$ cat config.mk
export PLATFORM = sky130hd
export DESIGN_NAME = ste_slave_regs
export DESIGN_NICKNAME = d
export VERILOG_FILES = /design/src/rtl/ste_slave_regs.sv
export SDC_FILE = /design/constraint.sdc
export NUM_CORES = 1
export LEC_CHECK = 0
export CORE_MARGIN = 4
export CORE_UTILIZATION = 30
export DETAILED_ROUTE_END_ITERATION = 10
export SLEW_MARGIN = 20
export SYNTH_ARGS = -nofsm -noshare
export SYNTH_HDL_FRONTEND = slang
export SYNTH_SLANG_ARGS = --single-unit
$ cat constraint.sdc
create_clock -name clk -period 4.5 [get_ports clk]
set_clock_uncertainty 0.05 [all_clocks]
set_input_delay 0.9 -clock clk [delete_from_list [all_inputs] [get_ports clk]]
set_output_delay 0.9 -clock clk [all_outputs]
set_load 0.02 [all_outputs]
$ cat src/rtl/ste_slave_regs.sv
// ste_slave_regs
// STEbus slave endpoint exposing an eight-byte I/O register window.
// Registers 0-5 are read/write scratch/control, 6 is a read/write output port
// mirrored on port_out, and 7 is a read-only ID. All bus strobes are
// asynchronous and are resynchronised into clk before use.
//
// Ports
//   clk       system clock
//   rst_n     asynchronous active-low reset
//   addr      STEbus address A11..A0 (valid while adrstrb low)
//   cm        command modifier {STE cycle, memory/IO, read/write}
//   adrstrb   address strobe, active low, asynchronous
//   datastrb  data strobe, active low, asynchronous
//   data_in   write data from the bus
//   data_out  read data to the bus
//   data_oe   1 = drive data_out onto the bus
//   datack    data acknowledge, active low
//   trferr    transfer error, active low
//   port_out  contents of register 6
module ste_slave_regs #(
  parameter logic [11:0] BASE_ADDR = 12'h040,
  parameter int unsigned ACK_WAIT  = 2,
  parameter logic [7:0]  ID_VALUE  = 8'hA5,
  parameter int unsigned TIMEOUT   = 15
) (
  input  logic        clk,
  input  logic        rst_n,
  input  logic [11:0] addr,
  input  logic [2:0]  cm,
  input  logic        adrstrb,
  input  logic        datastrb,
  input  logic [7:0]  data_in,
  output logic [7:0]  data_out,
  output logic        data_oe,
  output logic        datack,
  output logic        trferr,
  output logic [7:0]  port_out
);

  typedef enum logic [2:0] {
    S_IDLE, S_IGNORE, S_ADDR, S_WAIT, S_ACCESS, S_ACK, S_ERR
  } state_t;

  state_t      state_q, state_d;
  logic        as_s1_q, as_s2_q, as_prev_q;
  logic        ds_s1_q, ds_s2_q;
  logic [3:0]  cnt_q, cnt_d;
  logic [2:0]  idx_q, idx_d;
  logic        rd_q, rd_d;
  logic [7:0]  wdata_q, wdata_d;
  logic [7:0]  data_out_q, data_out_d;
  logic        data_oe_q, data_oe_d;
  logic        datack_q, datack_d;
  logic        trferr_q, trferr_d;
  logic [7:0]  regs_q [0:6];
  logic [7:0]  regs_d [0:6];

  logic        as_fall;
  logic        hit;

  // Falling edge of the synchronised address strobe; the extra flop keeps
  // IDLE from re-triggering while adrstrb is still held low after a cycle.
  assign as_fall = as_prev_q & ~as_s2_q;
  assign hit     = cm[2] & ~cm[1] & (addr[11:3] == BASE_ADDR[11:3]);

  always_comb begin
    state_d    = state_q;
    cnt_d      = cnt_q;
    idx_d      = idx_q;
    rd_d       = rd_q;
    wdata_d    = wdata_q;
    data_out_d = data_out_q;
    data_oe_d  = data_oe_q;
    datack_d   = datack_q;
    trferr_d   = trferr_q;
    regs_d     = regs_q;

    case (state_q)
      S_IDLE: begin
        if (as_fall) begin
          idx_d = addr[2:0];
          rd_d  = cm[0];
          if (hit) begin
            state_d = S_ADDR;
            cnt_d   = 4'(TIMEOUT);
          end else begin
            state_d = S_IGNORE;
          end
        end
      end

      S_IGNORE: begin
        if (as_s2_q) state_d = S_IDLE;
      end

      S_ADDR: begin
        // Data strobe wins over a simultaneous address release or timeout.
        if (!ds_s2_q) begin
          state_d = S_WAIT;
          cnt_d   = 4'(ACK_WAIT);
          wdata_d = data_in;
        end else if (as_s2_q) begin
          state_d = S_IDLE;
        end else if (cnt_q <= 4'd1) begin
          state_d = S_IDLE;
        end else begin
          cnt_d = cnt_q - 4'd1;
        end
      end

      S_WAIT: begin
        // The access itself is registered on the way into ACCESS, so the
        // acknowledge and read data are already on the pins during ACCESS.
        if (cnt_q == 4'd0) begin
          state_d = S_ACCESS;
          if (rd_q) begin
            data_out_d = (idx_q == 3'd7) ? ID_VALUE : regs_q[idx_q];
            data_oe_d  = 1'b1;
            datack_d   = 1'b0;
          end else if (idx_q == 3'd7) begin
            trferr_d = 1'b0;
          end else begin
            regs_d[idx_q] = wdata_q;
            datack_d      = 1'b0;
          end
        end else begin
          cnt_d = cnt_q - 4'd1;
        end
      end

      S_ACCESS: begin
        state_d = trferr_q ? S_ACK : S_ERR;
      end

      S_ACK: begin
        if (ds_s2_q) begin
          datack_d  = 1'b1;
          data_oe_d = 1'b0;
          state_d   = S_IDLE;
        end
      end

      S_ERR: begin
        if (ds_s2_q) begin
          trferr_d = 1'b1;
          state_d  = S_IDLE;
        end
      end

      default: state_d = S_IDLE;
    endcase
  end

  always_ff @(posedge clk or negedge rst_n) begin
    if (!rst_n) begin
      state_q    <= S_IDLE;
      as_s1_q    <= 1'b1;
      as_s2_q    <= 1'b1;
      as_prev_q  <= 1'b1;
      ds_s1_q    <= 1'b1;
      ds_s2_q    <= 1'b1;
      cnt_q      <= 4'd0;
      idx_q      <= 3'd0;
      rd_q       <= 1'b0;
      wdata_q    <= 8'h00;
      data_out_q <= 8'h00;
      data_oe_q  <= 1'b0;
      datack_q   <= 1'b1;
      trferr_q   <= 1'b1;
      for (int i = 0; i < 7; i++) regs_q[i] <= 8'h00;
    end else begin
      state_q    <= state_d;
      as_s1_q    <= adrstrb;
      as_s2_q    <= as_s1_q;
      as_prev_q  <= as_s2_q;
      ds_s1_q    <= datastrb;
      ds_s2_q    <= ds_s1_q;
      cnt_q      <= cnt_d;
      idx_q      <= idx_d;
      rd_q       <= rd_d;
      wdata_q    <= wdata_d;
      data_out_q <= data_out_d;
      data_oe_q  <= data_oe_d;
      datack_q   <= datack_d;
      trferr_q   <= trferr_d;
      for (int i = 0; i < 7; i++) regs_q[i] <= regs_d[i];
    end
  end

  assign data_out = data_out_q;
  assign data_oe  = data_oe_q;
  assign datack   = datack_q;
  assign trferr   = trferr_q;
  assign port_out = regs_q[6];

endmodule
# After elaboration in Yosys (flattened, before gate mapping)
# Index checks and enable logic that the tools add are counted.
# totals
regBits,91
input_bits,27
output_inout_bits,19
word_cells,110
# op_classes
addsub,1
order_cmp,3
n_eq_ne,23
mux,37
bitwise,9
n_reduce_logical,16
# ops
cell,count
$bwmux W56,1
$mux W8,4
$bmux W8 S3,1
$demux W8 S3,1
$mux W4,6
$mux W3,7
$ne A2 B2 Y1 const B,10
$pmux W3 S6,1
$eq A3 B3 Y1 const B,4
$pmux W4 S3,1
$reduce_and A4 Y1,3
$mux W1,10
$reduce_and A5 Y1,2
$eq A9 B4 Y1 const B,1
$ne A3 B3 Y1 const B,3
$eq A3 B2 Y1 const B,2
$pmux W1 S2,3
$reduce_and A6 Y1,1
$not A1 Y1,5
$ge A4 B4 Y1 const B,1
$le A4 B1 Y1 const B,1
$logic_not A4 Y1,1
$lt A4 B1 Y1 const B,1
$mux W2,2
13 further kinds,17

# Longest topological paths before layout
# Gate-level depths: netlist of the first run.
# logic_depth
depth_word,6
ltp_mapped,8
ltp_nobuf,7

# Least setup slack after synthesis of the first run
# No wires, ideal clock.
# synth_path
kind,in2reg
from,input port cm[1]
to,register cnt_q[2]
setup_ns,0.077
arrival_ns,1.946
required_ns,4.373
setup_slack_ns,2.427
cell_stages,5
n_path_buf,0
path_cell_list,nor4b_1 -> nand3_1 -> a221oi_4 -> a21oi_1 -> a21oi_1
# synth_via
elab_chain_len,5
# synth_rtl
element,line_no,source
start: declaration,29,"input logic [2:0] cm,"
$not A1 Y1,64,assign hit = cm[2] & ~cm[1] & (addr[11:3] == BASE_ADDR[11:3]);
$and A1 B1 Y1 (2 in a row),64,
$ne A2 B2 Y1 (no source line),n/a,
$reduce_and A6 Y1 (no source line),n/a,
end signal: assignment,178,cnt_q <= cnt_d;
end: declaration,47,"logic [3:0] cnt_q, cnt_d;"
# Every way passes these cells.
# A chain may end at the register's enable or synchronous reset.

# Worst setup path in the final report of the first run
# layout_path
from,register trferr_q (netlist: trferr)
to,output port trferr
# layout_rtl
element,line_no,source
start: declaration,54,"logic trferr_q, trferr_d;"
start signal: assignment,185,trferr_q <= trferr_d;
end: declaration,36,"output logic trferr,"
# No word-level cell between the ends.

==> summary.txt, run 1 <==
status: finished, final reports clean
Post-synth EDFFs: 0
P&R area growth vs syn: 19.5%
Starting DRT DRC Count: 248
Port Buf Inserts: 45
# IOs: 46
share of cells above drive strength 1: 29.8%
Avg Inst Size Synth: 12.5 um2
Core Box Area: 14000 um2
Cells after Synth: 349
CTS Hold Buffers Added: 0
Post-DP HPWL: 6260 um
yosys warns: 0
postcts setup bufs: 0
post-synthesis async set-or-reset flop share: 100%
Final WS setup: 2.05 ns
cell count of the worst reg-to-reg path: 6
crit path launch: trferr
biggest area consumer among synthesized cells: dfrtp_1
FF-to-FF Start: cnt_q[0]
cell leakage power: 0.00230 uW
Yosys reg bits: 91
Synth Flop Type: dfrtp_1
crit path time final: 2.45 ns
gr usage total: 12.1%
Max stage delay on crit path: 0.61 ns
TritonCTS Buffers: 9
Yosys top cell area share: 48.3%
WHS Path Cells: 0
final instance area: 5200 um2
final worst-path cycle share: 54.5%
CTS tree: done
die width: 128 um
Clock Tree Buf Depth: 2
CP max stage cell: clkdlybuf4s50_1
post-CTS resize count: 0
Worst Path Arrival: 1.50 ns
vias in the first global route: 2954
initial antenna violation count: 0
Routed Antenna Nets: 0
synth top area cells: dfrtp_1, mux2_2, dfstp_2
fin. max-slew vios: 0
largest net degree at the start of global routing: 65
die height: 128 um
Hold Vio Cnt, Final: 0
Root Buffer: clkbuf_16
min-delay src: ds_s1_q
Max Cap Viol: 0
final design utilization: 37.0%
worst min-delay path class: flip-flop to flip-flop
Slew HR: 37.8%
total congestion overflow: 0
total number of vias: 2795
crit start category: flip-flop
RSZ-0062 raised after global routing: false
total iterations of the first detailed-routing run: 4
Routability Congestion: 0.798
placed cell area: 4910 um2
Worst EP required: 3.55 ns
Die ar.: 16500 um2
Setup WS pre-CTS: 1.74 ns
num rows: 43
first-pass GRT wire length: 15600 um
CP endpoint kind: output port
WL final: 9360 um
setup TNS: 0 ns
Crit path depth: 1
later-pin clock latency in the skew report: 0.34 ns
synth cell count leaders: dfrtp_1, mux2_2, o21ai_0, nand2_1
drt drc: 0
CP Cell Sequence: clkdlybuf4s50_1
Worst-path clk slew: 0.06 ns
setup violators final: 0
Netlist cell types: 43
total clock sinks: 91
maximum VDD drop: 201 uV
Crit path buffers/inverters: 1
Fmax: 0.407 GHz
syn_nets: 378
delay-heaviest family, CP: buffers and inverters
peak fanout along the critical path: 4
CP Class: flip-flop to output port
Antenna Cells: 0
worst slew pin tran: 0.933 ns
register area share after synthesis: 52.6%
dominant cell by count in the synthesized netlist: dfrtp_1
Final #Nets: 411
CTS H-Tree Depth: 3
Starting Density: 31.0%
pwr/cell area: 494 nW/um2
Overall Power: 2570 uW
via density per instance: 4.94
cell area after synthesis: 4350 um2
routed len/inst: 16.5 um
==> cell usage in the layout, fill, tap and decap left out, types with 7 or more instances in the layout <==
cell type	synthesis	routed
nand3_1	8	8
dfrtp_1	84	84
clkdlybuf4s50_1	0	44
mux2i_1	11	11
nand2_1	24	24
clkbuf_16	0	9
o21ai_0	27	27
nor2_1	8	8
dfstp_2	7	7
inv_1	10	10
a21oi_1	9	9
mux2_2	72	72
==> power by group <==
group          switching [uW]  internal [uW]
clock                     315            429
sequential                198            928
combinational             383            316
total                     896           1670
==> state kept, by name, summed over array words and instances (netlist names), 3 cells and up <==
| register | count |
|---|---|
| regs_q | 48 |
| wdata_q | 8 |
| idx_q | 3 |
| port_out | 8 |
| data_out | 8 |
| state_q | 3 |
| cnt_q | 4 |
==> area by class of cell <==
class / instances / area [um2]
Tap cell: 180 / 225
Clock inverter: 6 / 66.3
Inverter: 10 / 37.5
Multi-Input combinational cell: 222 / 1890
Fill cell: 1319 / 8840
Clock buffer: 9 / 225
Timing Repair Buffer: 48 / 470
Sequential cell: 91 / 2290
==> per-layer routing <==
layer / routed length, um / track usage (%) / share of wire [%] / up-vias
met1: 4340 / 16.4 / 46 / 1406
met4: 193 / 4.74 / 2.1 / 0
met3: 424 / 3.32 / 4.5 / 11
met2: 4400 / 18.6 / 47 / 56
li1: - / - / - / 1322
met5: 0 / 0 / 0 / -
==> final timing paths <==
path | slack [ns] | to
setup / recovery | 2.05 | trferr
hold / removal | 0.31 | ds_s2_q
setup reg to reg | 2.10 | regs_q[24]
hold reg to reg | 0.31 | ds_s2_q
max in group asynchronous | 2.90 | ds_s2_q
min in group asynchronous | 0.59 | wdata_q[1]
==> cells by family after synthesis <==
kind of cell               count (synthesis)  share of synthesized area [%]
AOI/OAI and AO/OA                         62                           9.09
buffers and inverters                     36                           4.29
adders and majority gates                  2                          0.575
DFF                                       91                           52.6
muxes                                     88                           23.8
and+or+nand+nor                           70                           9.72
==> metrics by stage <==
| step | cells | hold slack [ns] |
|---|---|---|
| 6_report | 566 | 0.309 |
| 5_1_grt | 566 | 0.311 |
| 4_1_cts | 566 | 0.309 |
| 3_5_place_dp | 551 | 0.297 |
| 3_3_place_gp | 551 | 0.298 |
| 2_1_floorplan | 349 | 0.295 |
Note: power is estimated with default switching activity, not from simulation.
==> inputs of run 2 (changes only) <==
clock period = 2.4 ns   (was 4.5 ns; I/O delays follow)
==> run 2 against run 1 <==
Setup slack got worse by 1.8 ns. Via count up 1.7%. Core utilization up 1.0 points. Highest routed layer unchanged. Clock power grew 110%. Largest power group unchanged. Final area is 2.7% higher. Register-to-register slack got worse by 1.9 ns. First-iteration DRC count decreased by 8.1%. Wire length down 0.17%. Combinational power rose by 100%. Power rose by 97%. Largest cell class unchanged.
==> summary.txt, run 2 (same netlist as run 1, synthesis figures left out) <==
Root Buffer: clkbuf_16 (unchanged)
maximum VDD drop: 389 uV (was 201 uV)
most common cell after layout, fill and taps aside: dfrtp_1 (unchanged)
WL final: 9340 um (was 9360 um)
RSZ-0062 raised after global routing: false (unchanged)
Fmax: 0.464 GHz
Post-DP HPWL: 6510 um (was 6260 um)
met3 usage: 3.32% (unchanged)
CP Class: flip-flop to flip-flop (was flip-flop to output port)
setup violators final: 0 (unchanged)
# IOs: 46 (unchanged)
die width: 128 um (unchanged)
most frequent cells in the layout: dfrtp_1, mux2_2, clkdlybuf4s50_1, o21ai_0, nand2_1 (unchanged)
crit start category: flip-flop (unchanged)
fin. max-slew vios: 0 (unchanged)
num rows: 43 (unchanged)
Register Area: 2290 um2 (unchanged)
area of the multi-input gates: 1880 um2 (was 1890 um2)
Hold Vio Cnt, Final: 0 (unchanged)
Starting DRT DRC Count: 228 (was 248)
R2R setup slack: 0.24 ns (was 2.10 ns)
CTS Hold Buffers Added: 0 (unchanged)
gr usage total: 12.1% (about the same)
initial antenna violation count: 0 (unchanged)
Top Usage Layer GRT: met2 (unchanged)
met1 global-route usage: 16.4% (about the same)
P&R area growth vs syn: 22.8% (was 19.5%)
total number of vias: 2843 (was 2795)
Filler Cells Inserted: 1329 (was 1319)
Starting Density: 31.0% (unchanged)
Max stage delay on crit path: 0.41 ns (was 0.61 ns)
cell count of the worst reg-to-reg path: 7 (was 6)
final design utilization: 38.0% (was 37.0%)
RR Endpoint: regs_q[35] (was regs_q[24])
Final #Nets: 423 (was 411)
Worst EP required: 2.58 ns (was 3.55 ns)
Slew HR: 50.8% (was 37.8%)
final worst-path cycle share: 89.9%
Max Cap Viol: 0 (unchanged)
Worst Path Arrival: 2.33 ns (was 1.50 ns)
post-CTS resize count: 0 (unchanged)
TritonCTS Buffers: 9 (unchanged)
largest net degree at the start of global routing: 38 (was 65)
worst min-delay path class: input port to async pin (was flip-flop to flip-flop)
peak fanout along the critical path: 6 (was 4)
max reg flops: 48 (unchanged)
Die ar.: 16500 um2 (unchanged)
CP max stage cell: dfrtp_1 (was clkdlybuf4s50_1)
placed cell area: 5020 um2 (was 4910 um2)
Worst-path clk slew: 0.07 ns (was 0.06 ns)
share of cells above drive strength 1: 31.9% (was 29.8%)
final instance area: 5340 um2 (was 5200 um2)
total clock sinks: 91 (unchanged)
Antenna Cells: 0 (unchanged)
CTS tree: done (unchanged)
first-pass GRT wire length: 15600 um (about the same)
pwr/cell area: 948 nW/um2 (was 494 nW/um2)
total iterations of the first detailed-routing run: 4 (unchanged)
FF-to-FF Start: cnt_q[0] (unchanged)
vias in the first global route: 2994 (was 2954)
CP Cell Sequence: inv_1 > ha_1 > nand4bb_4 > nor3_4 > and3_1 > buf_4 > mux2_2 (was clkdlybuf4s50_1)
CTS H-Tree Depth: 3 (unchanged)
drt drc: 0 (unchanged)
worst slew pin tran: 0.738 ns (was 0.933 ns)
Routed Antenna Nets: 0 (unchanged)
Routability Congestion: 0.806 (was 0.798)
postcts setup bufs: 0 (unchanged)
met2 usage: 18.6% (unchanged)
Clock Tree Buf Depth: 2 (unchanged)
crit path time final: 2.16 ns
most flop-heavy register: regs_q (unchanged)
routed len/inst: 16.2 um (was 16.5 um)
CP endpoint kind: flip-flop (was output port)
Core Box Area: 14000 um2 (unchanged)
via density per instance: 4.92 (was 4.94)
status: finished, final reports clean (unchanged)
Port Buf Inserts: 45 (unchanged)
setup TNS: 0 ns (unchanged)
total congestion overflow: 0 (unchanged)
die height: 128 um (unchanged)
cell leakage power: 0.00238 uW (was 0.00230 uW)
later-pin clock latency in the skew report: 0.35 ns (was 0.34 ns)
==> run 2: layout make-up <==
type | count | share of cell area [%]
Multi-Input combinational cell | 222 | 35.2
Timing Repair Buffer | 60 | 11.0
Inverter | 10 | 0.703
Sequential cell | 91 | 42.8
Clock buffer | 10 | 4.47
Tap cell | 180 | 4.22
Clock inverter | 5 | 1.62
==> run 2: stage by stage <==
stage	instances	setup slack (ns)	total power, uW	hold WS, ns
after detailed placement	563	0.0925	3560	0.299
after global placement	563	0.203	3530	0.299
after CTS	578	0.237	5110	0.0709
after global routing	578	0.0695	5360	0.0806
after floorplan	349	0.454	3030	0.134
final	578	0.243	5060	0.0539
==> run 2: per-layer routing <==
layer,up-vias,routed length [um]
met5,-,0
met2,63,4360
met1,1418,4350
met4,0,165
li1,1350,-
met3,12,470
==> run 2: critical path, delay by kind of cell, from the launching register on <==
family	cells	cell delay, ns
AND/OR/NAND/NOR	3	0.72
flip-flops	1	0.41
multiplexers	1	0.34
adder cells (fa/ha/maj)	1	0.27
buffers and inverters	2	0.26
==> run 2: worst max path at each step <==
stage	startpoint	end	slack (ns)	cells after the start
2_1_floorplan	cnt_q[0]	regs_q[24]	0.45	7
3_3_place_gp	cm[1]	cnt_q[1]	0.20	6
3_5_place_dp	addr[3]	cnt_q[1]	0.09	6
4_1_cts	cnt_q[0]	regs_q[29]	0.24	7
5_1_grt	cnt_q[0]	regs_q[31]	0.07	7
6_report	cnt_q[0]	regs_q[35]	0.24	7
==> run 2: power by group <==
part	total (uW)	switching [uW]	leakage (uW)	internal (uW)
Combinational	1400	725	0.00101	676
Sequential	2120	383	0.00121	1740
Clock	1540	596	0.000159	942
Total	5060	1700	0.00238	3360
